<file path="src/rtl/rv_div_pkg.sv">
// Shared types and constants for the sequential RV32M-style divider.
// Holds the op encoding, the FSM state encoding and the zero-divisor quotient.
package rv_div_pkg;

    typedef enum logic [1:0] {
        OpDiv  = 2'b00,
        OpDivu = 2'b01,
        OpRem  = 2'b10,
        OpRemu = 2'b11
    } op_e;

    typedef enum logic [1:0] {
        StIdle,
        StBusy,
        StDone
    } state_e;

    // Wide enough for any supported N; users slice off the low N bits.
    localparam int unsigned MaxWidth = 64;
    localparam logic [MaxWidth-1:0] DivZeroQuot = '1;

endpackage

</file>
<file path="src/rtl/seq_div_if.sv">
// Request/response bundle between a divider client and seq_div.
// Carries the valid/ready handshakes, operands, result and flush.
interface seq_div_if #(
    parameter int unsigned N = 32
);
    import rv_div_pkg::*;

    logic         in_valid;
    logic         in_ready;
    op_e          op;
    logic [N-1:0] dividend;
    logic [N-1:0] divisor;
    logic         out_valid;
    logic         out_ready;
    logic [N-1:0] result;
    logic         flush;

    modport master (
        output in_valid, op, dividend, divisor, out_ready, flush,
        input  in_ready, out_valid, result
    );

    modport slave (
        input  in_valid, op, dividend, divisor, out_ready, flush,
        output in_ready, out_valid, result
    );

endinterface

</file>
<file path="src/rtl/div_trial_sub.sv">
// Trial subtraction for one restoring-division step.
// borrow is set when subtrahend exceeds minuend.
module div_trial_sub #(
    parameter int unsigned W = 33
) (
    input  logic [W-1:0] minuend,
    input  logic [W-1:0] subtrahend,
    output logic [W-1:0] diff,
    output logic         borrow
);

    assign {borrow, diff} = {1'b0, minuend} - {1'b0, subtrahend};

endmodule

</file>
<file path="src/rtl/seq_div.sv">
// Sequential restoring divider: one quotient bit per BUSY cycle, signed fix-up on entry
// to DONE, single-cycle handling of divide-by-zero and signed overflow.
module seq_div
    import rv_div_pkg::*;
#(
    parameter int unsigned N = 32
) (
    input logic      clk,
    input logic      rst,
    seq_div_if.slave bus
);

    localparam int unsigned CntW = $clog2(N + 1);
    localparam logic [N-1:0] SignedMin = {1'b1, {(N-1){1'b0}}};

    state_e        state_q;
    op_e           op_q;
    logic [N-1:0]  quo_q, rem_q, dvs_q, result_q;
    logic [CntW-1:0] cnt_q;
    logic          negq_q, negr_q, out_valid_q;

    logic          is_signed, a_neg, b_neg, div_zero, overflow;
    logic [N-1:0]  a_mag, b_mag, special_res;
    logic [N:0]    trial_min, trial_sub, trial_diff;
    logic          borrow;
    logic [N-1:0]  quo_nxt, rem_nxt, quo_fix, rem_fix, final_res;
    logic          unused_diff_msb;

    always_comb begin
        is_signed = (bus.op == OpDiv) || (bus.op == OpRem);
        a_neg     = is_signed && bus.dividend[N-1];
        b_neg     = is_signed && bus.divisor[N-1];
        a_mag     = a_neg ? -bus.dividend : bus.dividend;
        b_mag     = b_neg ? -bus.divisor : bus.divisor;
        div_zero  = (bus.divisor == '0);
        overflow  = is_signed && (bus.dividend == SignedMin) && (bus.divisor == '1);
        if (div_zero) begin
            special_res = bus.op[1] ? bus.dividend : DivZeroQuot[N-1:0];
        end else begin
            special_res = bus.op[1] ? '0 : SignedMin;
        end
    end

    assign trial_min = {rem_q, quo_q[N-1]};
    assign trial_sub = {1'b0, dvs_q};

    div_trial_sub #(
        .W(N + 1)
    ) u_trial (
        .minuend   (trial_min),
        .subtrahend(trial_sub),
        .diff      (trial_diff),
        .borrow    (borrow)
    );

    // After a successful subtract the remainder is below the divisor, so bit N is always 0.
    assign unused_diff_msb = trial_diff[N];

    always_comb begin
        quo_nxt   = {quo_q[N-2:0], ~borrow};
        rem_nxt   = borrow ? trial_min[N-1:0] : trial_diff[N-1:0];
        quo_fix   = negq_q ? -quo_nxt : quo_nxt;
        rem_fix   = negr_q ? -rem_nxt : rem_nxt;
        final_res = ((op_q == OpRem) || (op_q == OpRemu)) ? rem_fix : quo_fix;
    end

    assign bus.in_ready  = (state_q == StIdle);
    assign bus.out_valid = out_valid_q;
    assign bus.result    = result_q;

    always_ff @(posedge clk or posedge rst) begin
        if (rst) begin
            state_q     <= StIdle;
            op_q        <= OpDiv;
            quo_q       <= '0;
            rem_q       <= '0;
            dvs_q       <= '0;
            cnt_q       <= '0;
            negq_q      <= 1'b0;
            negr_q      <= 1'b0;
            result_q    <= '0;
            out_valid_q <= 1'b0;
        end else if (bus.flush) begin
            state_q     <= StIdle;
            result_q    <= '0;
            out_valid_q <= 1'b0;
        end else begin
            case (state_q)
                StIdle: begin
                    if (bus.in_valid) begin
                        op_q <= bus.op;
                        if (div_zero || overflow) begin
                            result_q <= special_res;
                            state_q  <= StDone;
                        end else begin
                            quo_q   <= a_mag;
                            rem_q   <= '0;
                            dvs_q   <= b_mag;
                            cnt_q   <= '0;
                            negq_q  <= a_neg ^ b_neg;
                            negr_q  <= a_neg;
                            state_q <= StBusy;
                        end
                    end
                end
                StBusy: begin
                    quo_q <= quo_nxt;
                    rem_q <= rem_nxt;
                    cnt_q <= cnt_q + 1'b1;
                    if (cnt_q == CntW'(N - 1)) begin
                        result_q <= final_res;
                        state_q  <= StDone;
                    end
                end
                StDone: begin
                    // out_valid is registered, so it trails DONE entry by one edge.
                    if (out_valid_q && bus.out_ready) begin
                        out_valid_q <= 1'b0;
                        state_q     <= StIdle;
                    end else begin
                        out_valid_q <= 1'b1;
                    end
                end
                default: state_q <= StIdle;
            endcase
        end
    end

endmodule

</file>
<file path="src/flat_wrapper.sv">
// flat-port wrapper written by rule: the top's interface ports become plain ports
module seq_div_flat import rv_div_pkg::*;
#(
    parameter int unsigned N = 32
)
  (clk, rst, bus_in_valid, bus_op, bus_dividend, bus_divisor, bus_out_ready, bus_flush, bus_in_ready, bus_out_valid, bus_result);
  seq_div_if #(.N(N)) bus_i ();
  input logic clk;
  input logic rst;
  input wire logic [$bits(bus_i.in_valid)-1:0] bus_in_valid;
  input wire logic [$bits(bus_i.op)-1:0] bus_op;
  input wire logic [$bits(bus_i.dividend)-1:0] bus_dividend;
  input wire logic [$bits(bus_i.divisor)-1:0] bus_divisor;
  input wire logic [$bits(bus_i.out_ready)-1:0] bus_out_ready;
  input wire logic [$bits(bus_i.flush)-1:0] bus_flush;
  output wire logic [$bits(bus_i.in_ready)-1:0] bus_in_ready;
  output wire logic [$bits(bus_i.out_valid)-1:0] bus_out_valid;
  output wire logic [$bits(bus_i.result)-1:0] bus_result;
  assign bus_i.in_valid = bus_in_valid;
  assign bus_i.op = bus_op;
  assign bus_i.dividend = bus_dividend;
  assign bus_i.divisor = bus_divisor;
  assign bus_i.out_ready = bus_out_ready;
  assign bus_i.flush = bus_flush;
  assign bus_in_ready = bus_i.in_ready;
  assign bus_out_valid = bus_i.out_valid;
  assign bus_result = bus_i.result;
  seq_div #(.N(N)) u_core (.clk(clk), .rst(rst), .bus(bus_i));
endmodule
</file>
<file path="config.mk">
export PLATFORM = sky130hd
export DESIGN_NAME = seq_div_flat
export DESIGN_NICKNAME = d
export VERILOG_FILES = /design/src/rtl/rv_div_pkg.sv /design/src/rtl/seq_div_if.sv /design/src/rtl/div_trial_sub.sv /design/src/rtl/seq_div.sv /design/src/flat_wrapper.sv
export SDC_FILE = /design/constraint.sdc
export NUM_CORES = 1
export LEC_CHECK = 0
export BUFFER_PORTS_ARGS = -buffer_cell sky130_fd_sc_hd__buf_2
export CAP_MARGIN = 10
export CORE_UTILIZATION = 40
export DETAILED_ROUTE_END_ITERATION = 8
export PLACE_DENSITY = 0.59
export SLEW_MARGIN = 20
export SYNTH_ARGS = -nofsm -noshare
export SYNTH_HDL_FRONTEND = slang
export SYNTH_SLANG_ARGS = --single-unit
</file>
<file path="constraint.sdc">
create_clock -name clk -period 4.1 [get_ports clk]
set_clock_uncertainty 0.1 [all_clocks]
set_input_delay 0.41 -clock clk [delete_from_list [all_inputs] [get_ports clk]]
set_output_delay 0.41 -clock clk [all_outputs]
set_load 0.02 [all_outputs]
</file>
==> impl_metrics.ini <==
[sta]
whs_ps = 104.6
worstMarginPinSlew_ps = 1027
setup_violations = 0
fin_crit_ps = 4011
slew_headroom_pct = 30.96
maxSlewViolCount = 0
hold_viol = 0
rsz0062_at_grt = true
post-route-period-util_pct = 97.83
setup_tns_ps = 0
fin_ws_ps = 89.15
fmax_ghz = 0.2493

[layout]
syn_to_final_growth_pct = 17.86
drive_gt1_share_pct = 18.10
layout.cells.most_common_list = 231 x nand2_1, 154 x o21ai_0, 143 x nor2_1
insertedDiodeCount = 0
final_common_cell = nand2_1
stdcell_count = 2130
nets = 1838

[clock_network]
cts_tree = built
clock_tree.buffer_depth = 2
cts_made_buffers = 17
clkSinkCount = 140
htree_levels = 4
cts.root.buffer_cell = clkbuf_16
clkTransAtPathRegs_ps = 60
clock_latency_ps = 460

[detailed_routing]
drt_drc_violations_left = 0
wirelength_mm = 43.56
post_drt_wl_per_cell_um = 20.45
drt_first_pass_iters = 7
ant_nets = 0
via_per_inst = 5.989
drt_iter0_drc = 1285
dr_total_vias = 12760

[power]
ir_worst_vdd_mv = 0.3300
p_leak_nw = 6.080
p_total_mw = 8.839
power.density_nw_per_um2 = 618.8

[setup_path]
max_stage_delay_ps = 890
rr_worst_depth = 15
r2r_start = u_core.rem_q[25]
start_kind = register
crit_end = u_core.bus.result[30]
slowest_stage = o31ai_1
startpoint = u_core.rem_q[25]
path_cells = ha_1 -> buf_4 -> nand2_1 -> nor2_1 -> nand2_2 -> a211o_1 -> nand2_8 -> inv_6 -> buf_12 -> o31ai_1 -> a2111oi_2 -> buf_4 -> nand4_2 -> nor2_1 -> a311oi_1
crit_path_end_kind = register
critPathKind = register to register
cp.arrival_ps = 4240
cp_top_family = compound AO/OA/AOI/OAI gates
critPathMaxFanout = 42
reg2reg_slack_ps = 90
crit_cells = 15
crit_required_ps = 4330
r2r-end = u_core.bus.result[30]
cp_num_buf_inv = 4

[synthesis]
ys_seq_elements = 140
syn_area_um2 = 12120
postSynthAreaPerCell_um2 = 7.613
synth_edf_count = 0
synthesis.nets = 1702
synth_flop_cell = dfrtp_1
ys_seq_area_share_pct = 28.90
netlist-cell-type-count = 95
ys_async_sr_fraction_pct = 100.0
synth_cells = 1592
synth_warnings = 0

[job]
max_cap_violations = 0

[global_route]
grt_pass1_vias = 11930
grtUsageTotal_pct = 28.49
grt_max_degree = 68
grt_pass1_wl_mm = 68.23
gr-total-overflow = 0
antenna_found_initial = 0

[floorplanning]
floorplan.initialDensity_pct = 40.79
die_area_um2 = 31000
core_area_um2 = 29720
die_h_um = 176.1
ios = 105
rows = 63
die_w_um = 176.1

[place]
dp_slack_ps = 81.53
dp.cells = 2097
numPortBuffers = 104
routabilityCongestion = 0.9262
dp_hpwl_mm = 33.65

[min_path]
min_path_type = primary input to register

[run_status]
status = finished clean
-- worst reg2reg max path, cell delays in order (launching register included) --
cell and delay (ps):
dfrtp_1 410, ha_1 320, buf_4 140, nand2_1 110, nor2_1 240, nand2_2 160
a211o_1 390, nand2_8 140, inv_6 40, buf_12 170, o31ai_1 910, a2111oi_2 120
buf_4 210, nand4_2 100, nor2_1 60, a311oi_1 270
-- flip-flops by register name, summed over array words and instances, names as in the netlist --
name / count
u_core.bus.result: 32
u_core.dvs_q: 32
u_core.quo_q: 32
u_core.rem_q: 32
u_core.cnt_q: 6
u_core.state_q: 2
u_core.bus.out_valid: 1
u_core.negq_q: 1
u_core.negr_q: 1
u_core.op_q: 1
-- logic make-up (layout without fill, tap and decap cells) --
| kind of cell | count (synthesis) | after routing | share of synthesized area, % |
|---|---|---|---|
| AND/OR/NAND/NOR | 605 | 605 | 23.47 |
| AO/OA/AOI/OAI | 526 | 526 | 28.18 |
| buffers and inverters | 141 | 289 | 4.852 |
| flip-flops | 140 | 140 | 28.90 |
| XOR/XNOR | 118 | 118 | 8.527 |
| adder cells (fa/ha/maj) | 39 | 39 | 4.088 |
| multiplexers | 23 | 23 | 1.972 |
-- cell usage after synthesis, types with 5 or more instances --
library cell	instances	area, um2
nand2b_1	8	50.05
nor4_1	18	112.6
o21ai_1	9	45.04
o21ai_0	156	780.8
o221ai_1	12	105.1
buf_2	12	60.06
nor2_1	144	540.5
clkbuf_1	65	244.0
inv_1	49	183.9
nor3b_1	5	37.54
a41oi_1	7	61.31
xor2_1	60	525.5
and2_1	15	93.84
ha_1	38	475.5
o21a_1	13	97.59
o22ai_1	5	31.28
or4_1	17	127.6
or2_2	7	43.79
a211o_1	6	52.55
a21oi_1	124	620.6
xnor2_1	58	508.0
nand3_1	46	230.2
a21o_1	6	45.04
o211ai_1	12	90.09
o41ai_1	15	131.4
o31ai_1	50	375.4
dfrtp_1	140	3503
mux2i_1	16	160.2
a211oi_1	20	150.1
nand2_1	233	874.6
a2bb2oi_1	5	43.79
or3_1	19	118.9
nand4_1	26	162.7
a21boi_0	5	37.54
nor3_1	32	160.2
mux2_2	7	78.83
and3_1	11	68.82
o31a_1	9	78.83
a31oi_1	10	62.56
-- final cells by class --
cell class	count	area, um2
Fill cell	2958	15430
Clock inverter	13	143.9
Tap cell	390	488.0
Multi-Input combinational cell	1311	8147
Sequential cell	140	3503
Timing Repair Buffer	205	1356
Clock buffer	18	439.2
Inverter	53	207.7
-- worst min path at each step --
stage                                start                     to  slack [ps]  cells past startpoint
final                            bus_flush   u_core.bus.out_valid         100                      2
after global routing             bus_flush   u_core.bus.out_valid         110                      2
after CTS                        bus_flush   u_core.bus.out_valid         100                      2
after detailed placement               rst  u_core.bus.result[16]         310                      2
after global placement                 rst  u_core.bus.result[27]         310                      2
after floorplan           u_core.rem_q[23]       u_core.rem_q[23]         360                      2
-- routing by layer --
| layer | global-route usage (%) | vias up | wire (um) |
|---|---|---|---|
| met5 | 0 | - | 0 |
| met1 | 41.04 | 6105 | 19950 |
| met2 | 43.67 | 503 | 19480 |
| li1 | - | 6079 | - |
| met3 | 4.845 | 69 | 3242 |
| met4 | 7.536 | 0 | 887 |
-- stage by stage --
step,area [um2],utilization [%]
2_1_floorplan,12130,-
3_3_place_gp,13600,45.75
3_5_place_dp,13600,45.75
4_1_cts,14190,47.75
5_1_grt,14290,48.07
6_report,14290,48.07
-- report_power, final --
part           switching (mW)  internal, mW  leakage [nW]
sequential              0.283          1.61          1.83
clock                   0.686         0.911         0.275
combinational            3.23          2.12          3.98
-- what timing repair did --
item | CTS | global route
endpoints found under the hold margin | 10 | 0
resized for setup | 0 | 25
hold buffers | 1 | 0
setup buffers | 0 | 1
endpoints found under the setup margin | 0 | 15
No activity file was read; power rests on OpenSTA's default activity.
